`config.mk`:
```
export PLATFORM = sky130hd
export DESIGN_NAME = mips_mul_div_unit
export DESIGN_NICKNAME = d
export VERILOG_FILES = /design/src/rtl/mips_mul_div_unit.sv
export SDC_FILE = /design/constraint.sdc
export NUM_CORES = 1
export LEC_CHECK = 0
export BUFFER_PORTS_ARGS = -buffer_cell sky130_fd_sc_hd__buf_2
export CAP_MARGIN = 25
export CORE_MARGIN = 3
export CORE_UTILIZATION = 55
export CTS_BUF_LIST = sky130_fd_sc_hd__clkbuf_16
export DETAILED_ROUTE_END_ITERATION = 6
export PLACE_DENSITY_LB_ADDON = 0.12
export SKIP_LAST_GASP = 1
export SYNTH_ARGS = -nofsm -noshare
export SYNTH_HDL_FRONTEND = slang
export SYNTH_SLANG_ARGS = --single-unit
```
`constraint.sdc`:
```
create_clock -name clk -period 6.2 [get_ports clk]
set_input_delay 0.31 -clock clk [delete_from_list [all_inputs] [get_ports clk]]
set_output_delay 0.31 -clock clk [all_outputs]
set_load 0.02 [all_outputs]
```
`src/rtl/mips_mul_div_unit.sv`:
```
// ---------------------------------------------------------------------------
// mips_mul_div_unit
//
// Iterative 32-bit multiply/divide unit for the MIPS datapath. Operands come
// straight from the register-file S and T read ports. MULT/MULTU/DIV/DIVU run
// over a fixed 32-iteration sequence. The 64-bit result is kept in HI/LO for
// MFHI/MFLO.
//
// Sequence for an accepted start at edge N:
//   edges N+1..N+32  CALC, one shift-add or shift-subtract step per edge
//   edge  N+33       FIX, sign correction and HI/LO write
//   next cycle       DONE, single-cycle done pulse
//
// Ports
//   clk          in   1   clock, rising edge
//   reset        in   1   asynchronous, active-high reset
//   start        in   1   request; only sampled in IDLE or DONE
//   op           in   2   00 MULT, 01 MULTU, 10 DIV, 11 DIVU
//   S            in   32  multiplicand / dividend
//   T            in   32  multiplier / divisor
//   busy         out  1   high in CALC and FIX
//   done         out  1   high for the one DONE cycle
//   div_by_zero  out  1   valid with done; DIV/DIVU issued with T == 0
//   hi           out  32  upper product word, or remainder
//   lo           out  32  lower product word, or quotient
//
// Build option
//   MDU_DIV_EN   when defined, the divider is built. When undefined, DIV/DIVU
//                starts are ignored and div_by_zero is tied low. Multiply
//                behaviour and timing are identical in both builds.
// ---------------------------------------------------------------------------
module mips_mul_div_unit (
    input  logic        clk,
    input  logic        reset,
    input  logic        start,
    input  logic [1:0]  op,
    input  logic [31:0] S,
    input  logic [31:0] T,
    output logic        busy,
    output logic        done,
    output logic        div_by_zero,
    output logic [31:0] hi,
    output logic [31:0] lo
);

    typedef enum logic [1:0] {
        ST_IDLE = 2'd0,
        ST_CALC = 2'd1,
        ST_FIX  = 2'd2,
        ST_DONE = 2'd3
    } state_t;

    // ------------------------------------------------------------------
    // State
    // ------------------------------------------------------------------
    state_t      r_state;
    state_t      w_state_next;
    logic [4:0]  r_count;
    // Multiply: {partial product, multiplier}. Divide: {remainder, quotient}.
    logic [63:0] r_acc;
    // Multiplicand magnitude (multiply) or divisor magnitude (divide).
    logic [31:0] r_a;
    // Negate the 64-bit product (multiply) or the quotient (divide).
    logic        r_neg_lo;
    logic [31:0] r_hi;
    logic [31:0] r_lo;

    // ------------------------------------------------------------------
    // Combinational
    // ------------------------------------------------------------------
    logic        w_ready;
    logic        w_accept;
    logic        w_go_done;
    logic        w_is_div;
    logic        w_signed;
    logic        w_s_neg;
    logic        w_t_neg;
    logic [31:0] w_s_mag;
    logic [31:0] w_t_mag;
    logic [32:0] w_mul_sum;
    logic [63:0] w_mul_next;
    logic [63:0] w_iter_next;
    logic [63:0] w_prod;
    logic [31:0] w_hi_fix;
    logic [31:0] w_lo_fix;

`ifdef MDU_DIV_EN
    logic        r_is_div;
    logic        r_neg_hi;
    logic        r_dbz;
    logic [32:0] w_div_shift;
    logic        w_div_ge;
    logic [31:0] w_div_diff;
    logic [63:0] w_div_next;
    logic [31:0] w_quot;
    logic [31:0] w_rem;
`endif

    // ------------------------------------------------------------------
    // Start acceptance
    // ------------------------------------------------------------------
    assign w_ready = (r_state == ST_IDLE) || (r_state == ST_DONE);

`ifdef MDU_DIV_EN
    assign w_is_div  = op[1];
    assign w_accept  = w_ready && start;
    // Divide by zero skips the datapath entirely and reports at once.
    assign w_go_done = w_accept && w_is_div && (T == 32'd0);
`else
    // Without a divider, DIV/DIVU requests are dropped as if start were low.
    assign w_is_div  = 1'b0;
    assign w_accept  = w_ready && start && !op[1];
    assign w_go_done = 1'b0;
`endif

    // MULT (00) and DIV (10) are the signed forms.
    assign w_signed = ~op[0];
    assign w_s_neg  = w_signed & S[31];
    assign w_t_neg  = w_signed & T[31];
    // The magnitude of 0x80000000 is 0x80000000 read as unsigned, which keeps
    // the most negative operand exact.
    assign w_s_mag  = w_s_neg ? (~S + 32'd1) : S;
    assign w_t_mag  = w_t_neg ? (~T + 32'd1) : T;

    // ------------------------------------------------------------------
    // Multiply step: add the multiplicand into the upper half when the
    // multiplier LSB is set, then shift the whole accumulator right. The
    // 33-bit sum keeps the carry, which becomes the new MSB.
    // ------------------------------------------------------------------
    assign w_mul_sum  = {1'b0, r_acc[63:32]} + {1'b0, r_a};
    assign w_mul_next = r_acc[0] ? {w_mul_sum, r_acc[31:1]}
                                 : {1'b0, r_acc[63:1]};

`ifdef MDU_DIV_EN
    // ------------------------------------------------------------------
    // Restoring divide step: shift the next dividend bit into the remainder.
    // Subtract the divisor if it fits, and shift the result bit into the
    // quotient. The remainder is always below the divisor, so the shifted
    // value fits in 33 bits. A successful difference fits in 32 bits.
    // ------------------------------------------------------------------
    assign w_div_shift = {r_acc[63:32], r_acc[31]};
    assign w_div_ge    = (w_div_shift >= {1'b0, r_a});
    assign w_div_diff  = w_div_shift[31:0] - r_a;
    assign w_div_next  = w_div_ge ? {w_div_diff,        r_acc[30:0], 1'b1}
                                  : {w_div_shift[31:0], r_acc[30:0], 1'b0};

    assign w_iter_next = r_is_div ? w_div_next : w_mul_next;

    // Quotient truncates toward zero. The remainder follows the dividend sign.
    assign w_quot = r_neg_lo ? (~r_acc[31:0]  + 32'd1) : r_acc[31:0];
    assign w_rem  = r_neg_hi ? (~r_acc[63:32] + 32'd1) : r_acc[63:32];
`else
    assign w_iter_next = w_mul_next;
`endif

    assign w_prod = r_neg_lo ? (~r_acc + 64'd1) : r_acc;

`ifdef MDU_DIV_EN
    assign w_hi_fix = r_is_div ? w_rem  : w_prod[63:32];
    assign w_lo_fix = r_is_div ? w_quot : w_prod[31:0];
`else
    assign w_hi_fix = w_prod[63:32];
    assign w_lo_fix = w_prod[31:0];
`endif

    // ------------------------------------------------------------------
    // FSM: state register
    // ------------------------------------------------------------------
    always_ff @(posedge clk or posedge reset) begin
        if (reset) begin
            r_state <= ST_IDLE;
        end else begin
            // NOTE: sequential state uses non-blocking assignments so that every
            // register samples the pre-edge values, independent of block order.
            r_state <= w_state_next;
        end
    end

    // ------------------------------------------------------------------
    // FSM: next-state logic
    // ------------------------------------------------------------------
    always_comb begin
        // NOTE: the default assignment first keeps this purely combinational;
        // a path that leaves the target unassigned would infer a latch.
        w_state_next = r_state;
        unique case (r_state)
            ST_IDLE, ST_DONE: begin
                if (w_accept) begin
                    w_state_next = w_go_done ? ST_DONE : ST_CALC;
                end else begin
                    w_state_next = ST_IDLE;
                end
            end
            ST_CALC: begin
                if (r_count == 5'd31) begin
                    w_state_next = ST_FIX;
                end
            end
            ST_FIX: begin
                w_state_next = ST_DONE;
            end
            default: begin
                w_state_next = ST_IDLE;
            end
        endcase
    end

    // ------------------------------------------------------------------
    // Datapath registers
    // ------------------------------------------------------------------
    always_ff @(posedge clk or posedge reset) begin
        if (reset) begin
            r_count  <= 5'd0;
            r_acc    <= 64'd0;
            r_a      <= 32'd0;
            r_neg_lo <= 1'b0;
            r_hi     <= 32'd0;
            r_lo     <= 32'd0;
        end else if (w_accept) begin
            // Operands are captured here, so later changes on S/T are ignored.
            r_count  <= 5'd0;
            r_a      <= w_is_div ? w_t_mag : w_s_mag;
            r_acc    <= {32'd0, (w_is_div ? w_s_mag : w_t_mag)};
            r_neg_lo <= w_s_neg ^ w_t_neg;
        end else if (r_state == ST_CALC) begin
            r_count  <= r_count + 5'd1;
            r_acc    <= w_iter_next;
        end else if (r_state == ST_FIX) begin
            r_hi     <= w_hi_fix;
            r_lo     <= w_lo_fix;
        end
    end

`ifdef MDU_DIV_EN
    always_ff @(posedge clk or posedge reset) begin
        if (reset) begin
            r_is_div <= 1'b0;
            r_neg_hi <= 1'b0;
            r_dbz    <= 1'b0;
        end else if (w_accept) begin
            r_is_div <= w_is_div;
            r_neg_hi <= w_s_neg;
            // Every accepted start clears the flag unless this start is the zero divide.
            r_dbz    <= w_go_done;
        end
    end

    assign div_by_zero = r_dbz;
`else
    assign div_by_zero = 1'b0;
`endif

    // ------------------------------------------------------------------
    // Outputs
    // ------------------------------------------------------------------
    assign busy = (r_state == ST_CALC) || (r_state == ST_FIX);
    assign done = (r_state == ST_DONE);
    assign hi   = r_hi;
    assign lo   = r_lo;

endmodule

```
### Word-level counts from Yosys, hierarchy flattened

Cells that the tools add are included.

* output and inout port bits: 67
* register bits: 168
* input port bits: 69
* word-level logic and storage cells: 46

* muxes and demuxes: 11
* add/subtract/negate cells: 5
* equality and inequality tests: 5
* reductions and logical operators: 9
* bitwise gates (word level): 9

Operators with widths (number)
* $mux 64: 4
* $add 32x1->32 const B: 2
* $add 64x1->64 const B: 1
* $mux 32: 2
* $not 32->32: 2
* $not 64->64: 1
* $add 32x32->33: 1
* $mux 5: 2
* $pmux 2 s3: 1
* $add 5x1->5 const B: 1
* $eq 5x5->1 const B: 1
* $eq 2x2->1 const B: 2
* $not 1->1: 3
* $reduce_and 3->1: 1
* $and 1x1->1: 2
* $eq 2x1->1 const B: 1
* $logic_and 1x1->1: 2
* $logic_not 2->1: 1
* $logic_or 1x1->1: 2
* $mux 2: 1
* $ne 2x2->1 const B: 1
* $reduce_bool 2->1: 1
* $reduce_or 2->1: 1
* $logic_not 1->1: 1
* other kinds (2): 2

### Logic depth before layout (Yosys ltp)

* word-level depth: 6
* mapped depth: 12
* gate-level depth less buffers: 11

### Worst setup path before layout

OpenSTA, ideal clock, no wires.

* path kind: flip-flop to flip-flop
* start point: register r_acc[9]
* end point: register r_hi[30], in the netlist hi[30]
* path slack: 2.242 ns
* required time: 6.063 ns
* buffers on the path: 2
* clock period less this slack: 3.958 ns
* arrival: 3.821 ns
* cell stages (with the launch flop): 12
* library setup time: 0.137 ns
* path through: dfrtp_1 > or4_1 > buf_2 > or4_1 > or4_4 > or3_1 > buf_2 > or3_4 > or4_4 > o31ai_1 > xor2_1 > a21oi_1

* longest elaborated chain between the ends: 3

RTL lines
* start, declared: RTL line 60 `logic [63:0] r_acc;`
* start signal, assigned: RTL line 223 `r_acc <= {32'd0, (w_is_div ? w_s_mag : w_t_mag)};`
* start signal, assigned: RTL line 227 `r_acc <= w_iter_next;`
* $not 64->64: RTL line 156 `assign w_prod = r_neg_lo ? (~r_acc + 64'd1) : r_acc;`
* $add 64x1->64: RTL line 156
* $mux 64: RTL line 156
* end signal, assigned: RTL line 229 `r_hi <= w_hi_fix;`
* end, declared: RTL line 65 `logic [31:0] r_hi;`

No other way between the ends.
A chain may end at the register's enable or synchronous reset.

### Worst setup path in the final report

* start point: register r_acc[8]
* end point: register r_hi[30], in the netlist hi[30]

The elaborated chain is that of the path after synthesis.

==> impl_metrics.yaml <==
outcome:
  status: "complete, but fails checks"
  violations: "hold timing"
floorplan:
  start_util_pct: 56.2
  io_pins: 136
  core_area_um2: 19500
  die_h_um: 147
  fp.dieArea_um2: 21700
  die_width_um: 147
  rows: 51
global_routing:
  overflow: 0
  grt_pass1_vias: 9334
  grt_util_all_layers_pct: 26.4
  grt_max_degree: 91
  grt_antenna_before_repair: 0
  grt_pass1_wl_um: 47000
pwr:
  power_mw: 6.93
  max-vdd-ir-drop_mv: 0.303
  power.density_nw_per_um2: 558
  power_leakage_nw: 5.31
sta:
  min_period_ns: 4.27
  rsz0062_at_grt: "no"
  fin_worst_skew_ns: 0.0108
  setup_violations: 0
  whs_ns: -0.00214
  worst_slew_pin_slew_ns: 0.902
  slew_viol_final: 0
  relSlewSlack_pct: 39.9
  setup_tns_ns: 0
  min_period_over_period_pct: 68.9
  fmax_ghz: 0.234
  hold_violations: 1
route:
  viasPerCell: 5.83
  wl_um: 28200
  wl_per_cell_um: 17.1
  ant_nets: 0
  drc_errors: 0
  drtPass1Iterations: 6
  vias: 9612
  drt-initial-drc-count: 674
logic_synthesis:
  yosysTopAreaCell: "dfrtp_1"
  yosysUniqueCellTypes: 53
  yosys_register_bits: 168
  ys_seq_area_share_pct: 38.3
  synthTopCellsByArea: "dfrtp_1 (38%), xor2_1 (6.7%), o21ai_0 (5.8%)"
  yosys_warnings: 0
  synthesis.area_um2: 11000
  synth_edf_count: 0
  syn_nets: 1391
  synth_top_area_share_pct: 38.3
  synth_cells: 1281
  synth-main-ff-cell: "dfrtp_1"
  avgSynthCellArea_um2: 8.57
  async_flop_share_pct: 100
worst_setup_path:
  cp-start-kind: "register"
  crit_arrival_ns: 4.56
  crit_type: "register to register"
  cp_num_buf_inv: 0
  worstSetupEndpointType: "register"
  crit_fanout: 8
  cp_slowest_stage_delay_ns: 0.68
  crit_required_ns: 6.49
  critical_path.top_delay_family: "simple AND/OR/NAND/NOR gates"
  path_cells: "or4_1 -> or4_1 -> or4_4 -> or3_1 -> or3_4 -> or4_4 -> o31ai_1 -> xor2_1 -> a21oi_1"
  cpMaxStageDelayCell: "or4_1"
final_layout:
  fin_util_pct: 63.7
  fin_cells: 1650
  n_fill_cell: 1725
  drive_gt1_share_pct: 14.2
  syn_to_final_growth_pct: 13.2
  diodes: 0
  num-nets-final: 1483
clock_tree:
  cts_resized: 0
  cts_setup_buffers: 0
  cts_tree: "done"
  clock_latency_ns: 0.43
  clockBufferDepth: 2
  cts_buffers: 17
  cts-htree-levels: 4
  cts_root_buf: "clkbuf_16"
  postCtsHoldBufs: 0
  clk_pin_slew_worst_paths_ns: 0.07
  clock_sink_count: 168
worst_hold_path:
  hold_class: "primary input to asynchronous set/reset pin"
placed_design:
  io_buffers: 134
  place.gp.congestion: 0.899
  dpl.cell_count: 1617
  dp_hpwl_um: 20100
run:
  drv_cap: 0
-- final cells by class --
class / count / area, um^2 / share of cell area, %
flip-flops and latches: 168 / 4210 / 33.8
well taps: 265 / 332 / 2.67
multi-input cells: 1018 / 6440 / 51.8
inverters: 24 / 95.1 / 0.765
clock inverters: 14 / 174 / 1.40
clock buffers: 17 / 425 / 3.42
repair buffers: 144 / 758 / 6.10
-- flip-flops by register name, indices dropped and copies added, names as in the netlist --
| register | cells |
|---|---|
| hi | 32 |
| lo | 32 |
| r_a | 32 |
| r_acc | 64 |
| r_count | 5 |
| r_neg_lo | 1 |
| r_state | 2 |
-- logic make-up (layout without fill, tap and decap cells) --
kind of cell | after synthesis | after routing | synth area share (%)
buffers and inverters | 95 | 199 | 3.31
xor gates and xnor gates | 147 | 147 | 11.7
DFF | 168 | 168 | 38.3
muxes | 50 | 50 | 4.57
AOI/OAI and AO/OA | 387 | 387 | 20.9
adders and majority gates | 41 | 41 | 4.74
and+or+nand+nor | 392 | 392 | 16.4
other | 1 | 1 | 0.0342
-- worst paths after layout --
path | start | endpoint | slack [ns] | cells after the start
min in group clk | S[1] | r_a[1]$_DFFE_PP0P_ | 0.18 | 3
hold / removal | reset | r_a[30]$_DFFE_PP0P_ | -0.002 | 2
hold reg to reg | r_a[12]$_DFFE_PP0P_ | r_a[12]$_DFFE_PP0P_ | 0.49 | 2
setup reg to reg | r_acc[8]$_DFFE_PP0P_ | hi[30]$_DFFE_PP0P_ | 1.93 | 9
max in group asynchronous | reset | r_neg_lo$_DFFE_PP0P_ | 5.04 | 3
setup / recovery | r_acc[8]$_DFFE_PP0P_ | hi[30]$_DFFE_PP0P_ | 1.93 | 9
-- Yosys cell counts, types with 8 or more instances --
library cell / count
nor2_1: 130
o31ai_1: 33
xor2_1: 84
nand2b_1: 12
o211ai_1: 8
inv_1: 23
xnor2_1: 63
nor4_1: 12
dfrtp_1: 168
nand3_1: 10
or3_1: 14
a21oi_1: 119
nand2_1: 133
mux2i_1: 49
a21o_1: 19
ha_1: 40
nor2b_1: 17
o22ai_1: 11
or4_1: 10
o21ai_0: 127
buf_1: 8
a31oi_1: 19
nor3_1: 18
a211oi_1: 11
clkbuf_1: 60
nand4_1: 12
o41ai_1: 16
-- per-layer routing --
metal	up-vias	wire length [um]	share of wire [%]	GRT usage, %
met5	-	0	0	0
met1	4576	13100	47	37.6
met4	0	533	1.9	7.92
met3	38	1200	4.3	3.45
met2	243	13400	47	42.6
li1	4755	-	-	-
-- metrics by stage --
step,area (um^2),setup WS [ns]
after global placement,11800,2.03
after detailed placement,11800,1.96
after CTS,12400,1.94
after global routing,12400,1.78
after floorplan,11000,1.34
final,12400,1.93
-- layout by cell type (no fill, tap or decap), types with 6 or more instances in the layout --
| master | count |
|---|---|
| dfrtp_1 | 167 |
| buf_2 | 134 |
| nand2_1 | 133 |
| nor2_1 | 130 |
| o21ai_0 | 127 |
| a21oi_1 | 119 |
| xor2_1 | 84 |
| xnor2_1 | 63 |
| mux2i_1 | 49 |
| ha_1 | 38 |
| o31ai_1 | 33 |
| inv_1 | 22 |
| a31oi_1 | 19 |
| a21o_1 | 19 |
| nor3_1 | 18 |
| nor2b_1 | 17 |
| clkbuf_16 | 17 |
| o41ai_1 | 16 |
| or3_1 | 14 |
| nor4_1 | 12 |
| nand2b_1 | 12 |
| nand4_1 | 12 |
| o22ai_1 | 11 |
| a211oi_1 | 11 |
| or4_1 | 10 |
| nand3_1 | 10 |
| buf_4 | 9 |
| o211ai_1 | 8 |
| or2_2 | 7 |
| o21bai_1 | 6 |
-- power breakdown --
part	internal (mW)	total [mW]	switching, mW
Clock	0.636	1.10	0.466
Sequential	1.64	2.19	0.556
Combinational	1.42	3.63	2.22
Total	3.69	6.93	3.24
Note: power is estimated with default switching activity, not from simulation.
